<file path="config.mk">
export PLATFORM = sky130hd
export DESIGN_NAME = regfile_read_arbiter
export DESIGN_NICKNAME = d
export VERILOG_FILES = /design/src/rtl/regfile_read_arbiter_pkg.sv /design/src/rtl/regfile_read_arbiter.sv
export SDC_FILE = /design/constraint.sdc
export NUM_CORES = 1
export LEC_CHECK = 0
export BUFFER_PORTS_ARGS = -buffer_cell sky130_fd_sc_hd__buf_4
export CAP_MARGIN = 10
export CORE_MARGIN = 10
export CORE_UTILIZATION = 39
export DETAILED_ROUTE_END_ITERATION = 8
export GPL_ROUTABILITY_DRIVEN = 0
export PLACE_DENSITY = 0.76
export SLEW_MARGIN = 20
export SYNTH_ARGS = -nofsm -noshare
export SYNTH_HDL_FRONTEND = slang
export SYNTH_SLANG_ARGS = --single-unit
export TNS_END_PERCENT = 50
</file>
<file path="constraint.sdc">
create_clock -name clock -period 1.53 [get_ports clock]
set_input_delay 0.0765 -clock clock [delete_from_list [all_inputs] [get_ports clock]]
set_output_delay 0.0765 -clock clock [all_outputs]
set_load 0.03 [all_outputs]
</file>
<file path="src/rtl/regfile_read_arbiter_pkg.sv">
// regfile_read_arbiter_pkg
//   Shared definitions for the Reg_File port-2 read arbiter:
//   - FSM state encodings (IDLE, WAIT, STEAL, RESP)
//   - default starvation limit used by the arbiter parameter
package regfile_read_arbiter_pkg;

    localparam logic [1:0] ST_IDLE  = 2'd0;
    localparam logic [1:0] ST_WAIT  = 2'd1;
    localparam logic [1:0] ST_STEAL = 2'd2;
    localparam logic [1:0] ST_RESP  = 2'd3;

    localparam int DEFAULT_STARVE_LIMIT = 8;

endpackage

</file>
<file path="src/rtl/regfile_read_arbiter.sv">
// regfile_read_arbiter
//   Shares Reg_File read port 2 between the ID stage (rt operand) and a
//   debug read channel. Debug reads take port-2 cycles the ID stage does
//   not need; after STARVE_LIMIT waiting cycles a one-cycle stall is
//   requested from the Hazard unit so the port can be stolen.
//
// Ports:
//   clock, reset       system clock, synchronous active-high reset
//   id_rt_used         ID instruction reads rt this cycle
//   id_rt_addr         ID rt register address
//   hazard_stall       Hazard unit already holds ID this cycle
//   wb_reg_write       WB stage writes the register file this cycle
//   wb_addr, wb_data   WB destination and data (bypassed into captures)
//   rf_read_addr_2     Reg_File ReadRegister2
//   rf_read_data_2     Reg_File read_data2 (combinational)
//   dbg_req_valid/addr/ready   debug request handshake
//   dbg_rsp_valid/data         one-cycle response pulse and held data
//   stall_req          hold PC and IF_ID, flush ID_EX this cycle
module regfile_read_arbiter
    import regfile_read_arbiter_pkg::*;
#(
    parameter int STARVE_LIMIT = DEFAULT_STARVE_LIMIT,
    parameter int DATA_W       = 32,
    parameter int ADDR_W       = 5
) (
    input  logic              clock,
    input  logic              reset,
    input  logic              id_rt_used,
    input  logic [ADDR_W-1:0] id_rt_addr,
    input  logic              hazard_stall,
    input  logic              wb_reg_write,
    input  logic [ADDR_W-1:0] wb_addr,
    input  logic [DATA_W-1:0] wb_data,
    output logic [ADDR_W-1:0] rf_read_addr_2,
    input  logic [DATA_W-1:0] rf_read_data_2,
    input  logic              dbg_req_valid,
    input  logic [ADDR_W-1:0] dbg_req_addr,
    output logic              dbg_req_ready,
    output logic              dbg_rsp_valid,
    output logic [DATA_W-1:0] dbg_rsp_data,
    output logic              stall_req
);

    localparam int               CNT_W    = $clog2(STARVE_LIMIT) + 1;
    localparam logic [CNT_W-1:0] CNT_LAST = CNT_W'(STARVE_LIMIT - 1);

    logic [1:0]        state_q;
    logic [1:0]        state_d;
    logic [CNT_W-1:0]  starve_cnt_q;
    logic [ADDR_W-1:0] addr_q;
    logic              accept;
    logic              port_free;
    logic              grant;

    // A write landing in WB during the grant cycle is not yet visible in
    // the register file, so forward it. Register 0 is hard-wired to zero.
    function automatic logic [DATA_W-1:0] select_capture(
        input logic              wr_en,
        input logic [ADDR_W-1:0] wr_addr,
        input logic [DATA_W-1:0] wr_data,
        input logic [ADDR_W-1:0] rd_addr,
        input logic [DATA_W-1:0] rd_data
    );
        if (wr_en && (wr_addr == rd_addr) && (rd_addr != '0)) begin
            return wr_data;
        end
        return rd_data;
    endfunction

    assign dbg_req_ready  = (state_q == ST_IDLE);
    assign accept         = dbg_req_valid && dbg_req_ready;
    // ID does not need port 2 when it has no rt operand or is being held.
    assign port_free      = !id_rt_used || hazard_stall;
    assign grant          = ((state_q == ST_WAIT) && port_free) || (state_q == ST_STEAL);

    assign rf_read_addr_2 = grant ? addr_q : id_rt_addr;
    // Gated by reset so a response or stall in flight drops in the reset cycle.
    assign stall_req      = (state_q == ST_STEAL) && !reset;
    assign dbg_rsp_valid  = (state_q == ST_RESP) && !reset;

    always_comb begin
        state_d = state_q;
        unique case (state_q)
            ST_IDLE: begin
                if (accept) begin
                    state_d = (dbg_req_addr == '0) ? ST_RESP : ST_WAIT;
                end
            end
            ST_WAIT: begin
                if (port_free) begin
                    state_d = ST_RESP;
                end else if (starve_cnt_q == CNT_LAST) begin
                    state_d = ST_STEAL;
                end
            end
            ST_STEAL: state_d = ST_RESP;
            ST_RESP:  state_d = ST_IDLE;
            default:  state_d = ST_IDLE;
        endcase
    end

    always_ff @(posedge clock) begin
        if (reset) begin
            state_q      <= ST_IDLE;
            starve_cnt_q <= '0;
            addr_q       <= '0;
            dbg_rsp_data <= '0;
        end else begin
            state_q <= state_d;

            if (accept) begin
                addr_q       <= dbg_req_addr;
                starve_cnt_q <= '0;
            end else if ((state_q == ST_WAIT) && !port_free && (starve_cnt_q != CNT_LAST)) begin
                starve_cnt_q <= starve_cnt_q + CNT_W'(1);
            end

            // Register 0 never touches the port; its response is a constant zero.
            if (accept && (dbg_req_addr == '0)) begin
                dbg_rsp_data <= '0;
            end else if (grant) begin
                dbg_rsp_data <= select_capture(wb_reg_write, wb_addr, wb_data,
                                               addr_q, rf_read_data_2);
            end
        end
    end

endmodule

</file>
==> impl_metrics.ini <==
[status]
outcome = finished with violations
violations = negative setup slack

[logic_synthesis]
synth_cells = 220
ys.flop_type = dfxtp_1
synth_edf_count = 0
yosys.area.top_type = dfxtp_1
syn_area_mm2 = 0.00209
synth_area_leaders = dfxtp_1 (41%), mux2i_1 (16%), o21ai_1 (7.2%)
synth_cell_types = 34
yosysTopAreaCellShare_pct = 41.2
synth-async-reset-ratio_pct = 0
synth_nets = 311
avgSynthCellArea_um2 = 9.49
seq_area_frac_synth_pct = 41.2
synth_warnings = 0
ys_seq_elements = 43

[clocking]
cts_tree = done
clockBufferDepth = 2
cts_buffers = 5
cts_sinks = 43
cts_root_buf = clkbuf_8
hold_buffers = 0
insertion_delay_ns = 0.29
htree_levels = 2
clkTransAtPathRegs_ns = 0.08

[global_routing]
grt_pass1_vias = 2075
track_usage_pct = 13.6
grt_first_pass_wirelength_mm = 9.68
grt_antenna_before_repair = 0
globalRouteOverflowTotal = 0
grt_max_degree = 33

[final_layout]
antenna_cells = 0
area.growth.synth_to_final_pct = 66.3
nNetsFinal = 455
final_core_util_pct = 67.5
final_common_cell = buf_4
layout_common_cells = buf_4 (137), dfxtp_1 (41), nand2_1 (39), mux2i_1 (34), o21ai_1 (30)
fin_cells = 435
drive_gt1_share_pct = 49.0

[pwr]
p_clk_share_pct = 17.3
pwr-share-comb_pct = 52.4
power_density_mw_per_mm2 = 1520
sw_frac_of_total_pct = 38.7
irDropWorstVdd_uv = 1090
switching_power_uw = 2040
p_total_uw = 5280
p_seq_share_pct = 30.3
p_int_uw = 3240
p_leak_uw = 0.00153

[drt]
drc = 0
vias = 2108
viasPerCell = 4.85
post_drt_wl_per_cell_um = 15.5
routed_wl_mm = 6.76
firstDrtPassIters = 4
ant_nets = 0
drt-initial-drc-count = 67

[timing]
fmax_ghz = 0.569
drv_slew = 0
clock_skew_ns = 0.00636
finalHoldViolations = 0
finalCritPeriodShare_pct = 115
slew_headroom_pct = 74.2
fin_tns_setup_ns = -5.12
timing.final.crit_period_ns = 1.76
finalWorstSetupSlack_ns = -0.229
worst_pin_slew_ns = 0.387
rsz0062_at_grt = true
setup_violations = 37

[die]
io_pins = 125
die-area_mm2 = 0.00868
die-width_um = 93.2
num_rows = 26
die_h_um = 93.2
core_mm2 = 0.00514
initial_core_util_pct = 40.6

[min_path]
hold_path_class = input port to flip-flop
min_from = rf_read_data_2[17]
min_path_cells = 3
hold_end = dbg_rsp_data[17]$_SDFFE_PP0P_

[setup_path]
r2r_end = dbg_rsp_data[0]$_SDFFE_PP0P_
crit_path_start_kind = flip-flop
ff2ff_path_depth = 9
critPathKind = flip-flop to primary output
critPathArrivalTime_ns = 1.68
r2r_start = state_q[0]$_SDFFE_PP0P_
required_ns = 1.45
endpoint_kind = primary output
rrSetupSlack_ns = -0.14
cp_max_fo = 5

[place]
port_buffers = 124
preCtsSetupSlack_ns = -0.0854
post-dp-hpwl_mm = 4.96
dp_cells = 416

[job]
maxCapViolations = 0
state kept, by name (all words and copies together) (netlist names):
register      cells
addr_q            5
state_q           2
starve_cnt_q      4
dbg_rsp_data     32
repair_timing:
item	4_1_cts	5_1_grt
gates resized for setup	14	6
endpoints found under the setup margin	39	40
cloned	0	2
pin swaps	1	5
buffers inserted	3	6
synthesized netlist by cell type (4+ instances only):
master / count
nand2_1: 39
nand3_1: 5
a21oi_1: 6
dfxtp_1: 43
inv_1: 6
ha_1: 6
xor2_1: 4
nor2_1: 7
o21ai_1: 30
mux2_2: 5
mux2i_1: 34
through the flow:
| step | cell area [um2] | hold WS [ns] |
|---|---|---|
| after global routing | 3470 | 0.0412 |
| after floorplan | 2110 | 0.224 |
| after detailed placement | 3170 | 0.347 |
| final | 3470 | 0.0435 |
| after global placement | 3170 | 0.333 |
| after CTS | 3370 | 0.0356 |
area by class of cell:
cell class	count	area, um2
Clock buffer	6	82.6
Clock inverter	2	35.0
Fill cell	433	1670
Inverter	6	30.0
Multi-Input combinational cell	161	1180
Sequential cell	43	868
Tap cell	70	87.6
Timing Repair Buffer	147	1190
power by group through the flow:
stage               Combinational (uW)  Clock (uW)  Sequential, uW
floorplan                          967           0            2060
global placement                  2410           0            1590
detailed placement                2420           0            1600
CTS                               2570         943            1600
global route                      2960         992            1640
finish                            2760         915            1600
cells by family after synthesis:
family,Yosys count,share of synthesized area (%)
AND/OR/NAND/NOR,65,15.1
XOR/XNOR,7,2.94
multiplexers,39,19.0
adder cells (fa/ha/maj),6,3.60
buffers and inverters,17,6.47
AO/OA/AOI/OAI,43,11.6
flip-flops,43,41.2
worst max-delay path by stage:
stage | from | end | cells after the start
2_1_floorplan | state_q[0]$_SDFFE_PP0P_ | dbg_rsp_data[10]$_SDFFE_PP0P_ | 7
3_3_place_gp | state_q[0]$_SDFFE_PP0P_ | dbg_rsp_data[8]$_SDFFE_PP0P_ | 7
3_5_place_dp | state_q[0]$_SDFFE_PP0P_ | dbg_rsp_data[27]$_SDFFE_PP0P_ | 7
4_1_cts | state_q[1]$_SDFFE_PP0P_ | rf_read_addr_2[3] | 6
5_1_grt | state_q[0]$_SDFFE_PP0P_ | rf_read_addr_2[3] | 6
6_report | state_q[0]$_SDFFE_PP0P_ | rf_read_addr_2[3] | 6
layer usage:
layer  part of all wire (%)  track usage, %  vias to the layer above
met5                      0               0                        -
met4                   0.47            3.47                        0
met3                    9.0            6.08                        4
met2                     49            22.8                       92
met1                     42            15.3                      966
li1                       -               -                     1046
worst max-delay path, stage by stage, from the launching register on:
cell and delay (ns):
dfxtp_4 0.39, inv_6 0.04, ha_4 0.16, a21oi_4 0.21
buf_12 0.15, mux2_4 0.30, buf_6 0.14
Note: power is estimated with default switching activity, not from simulation.
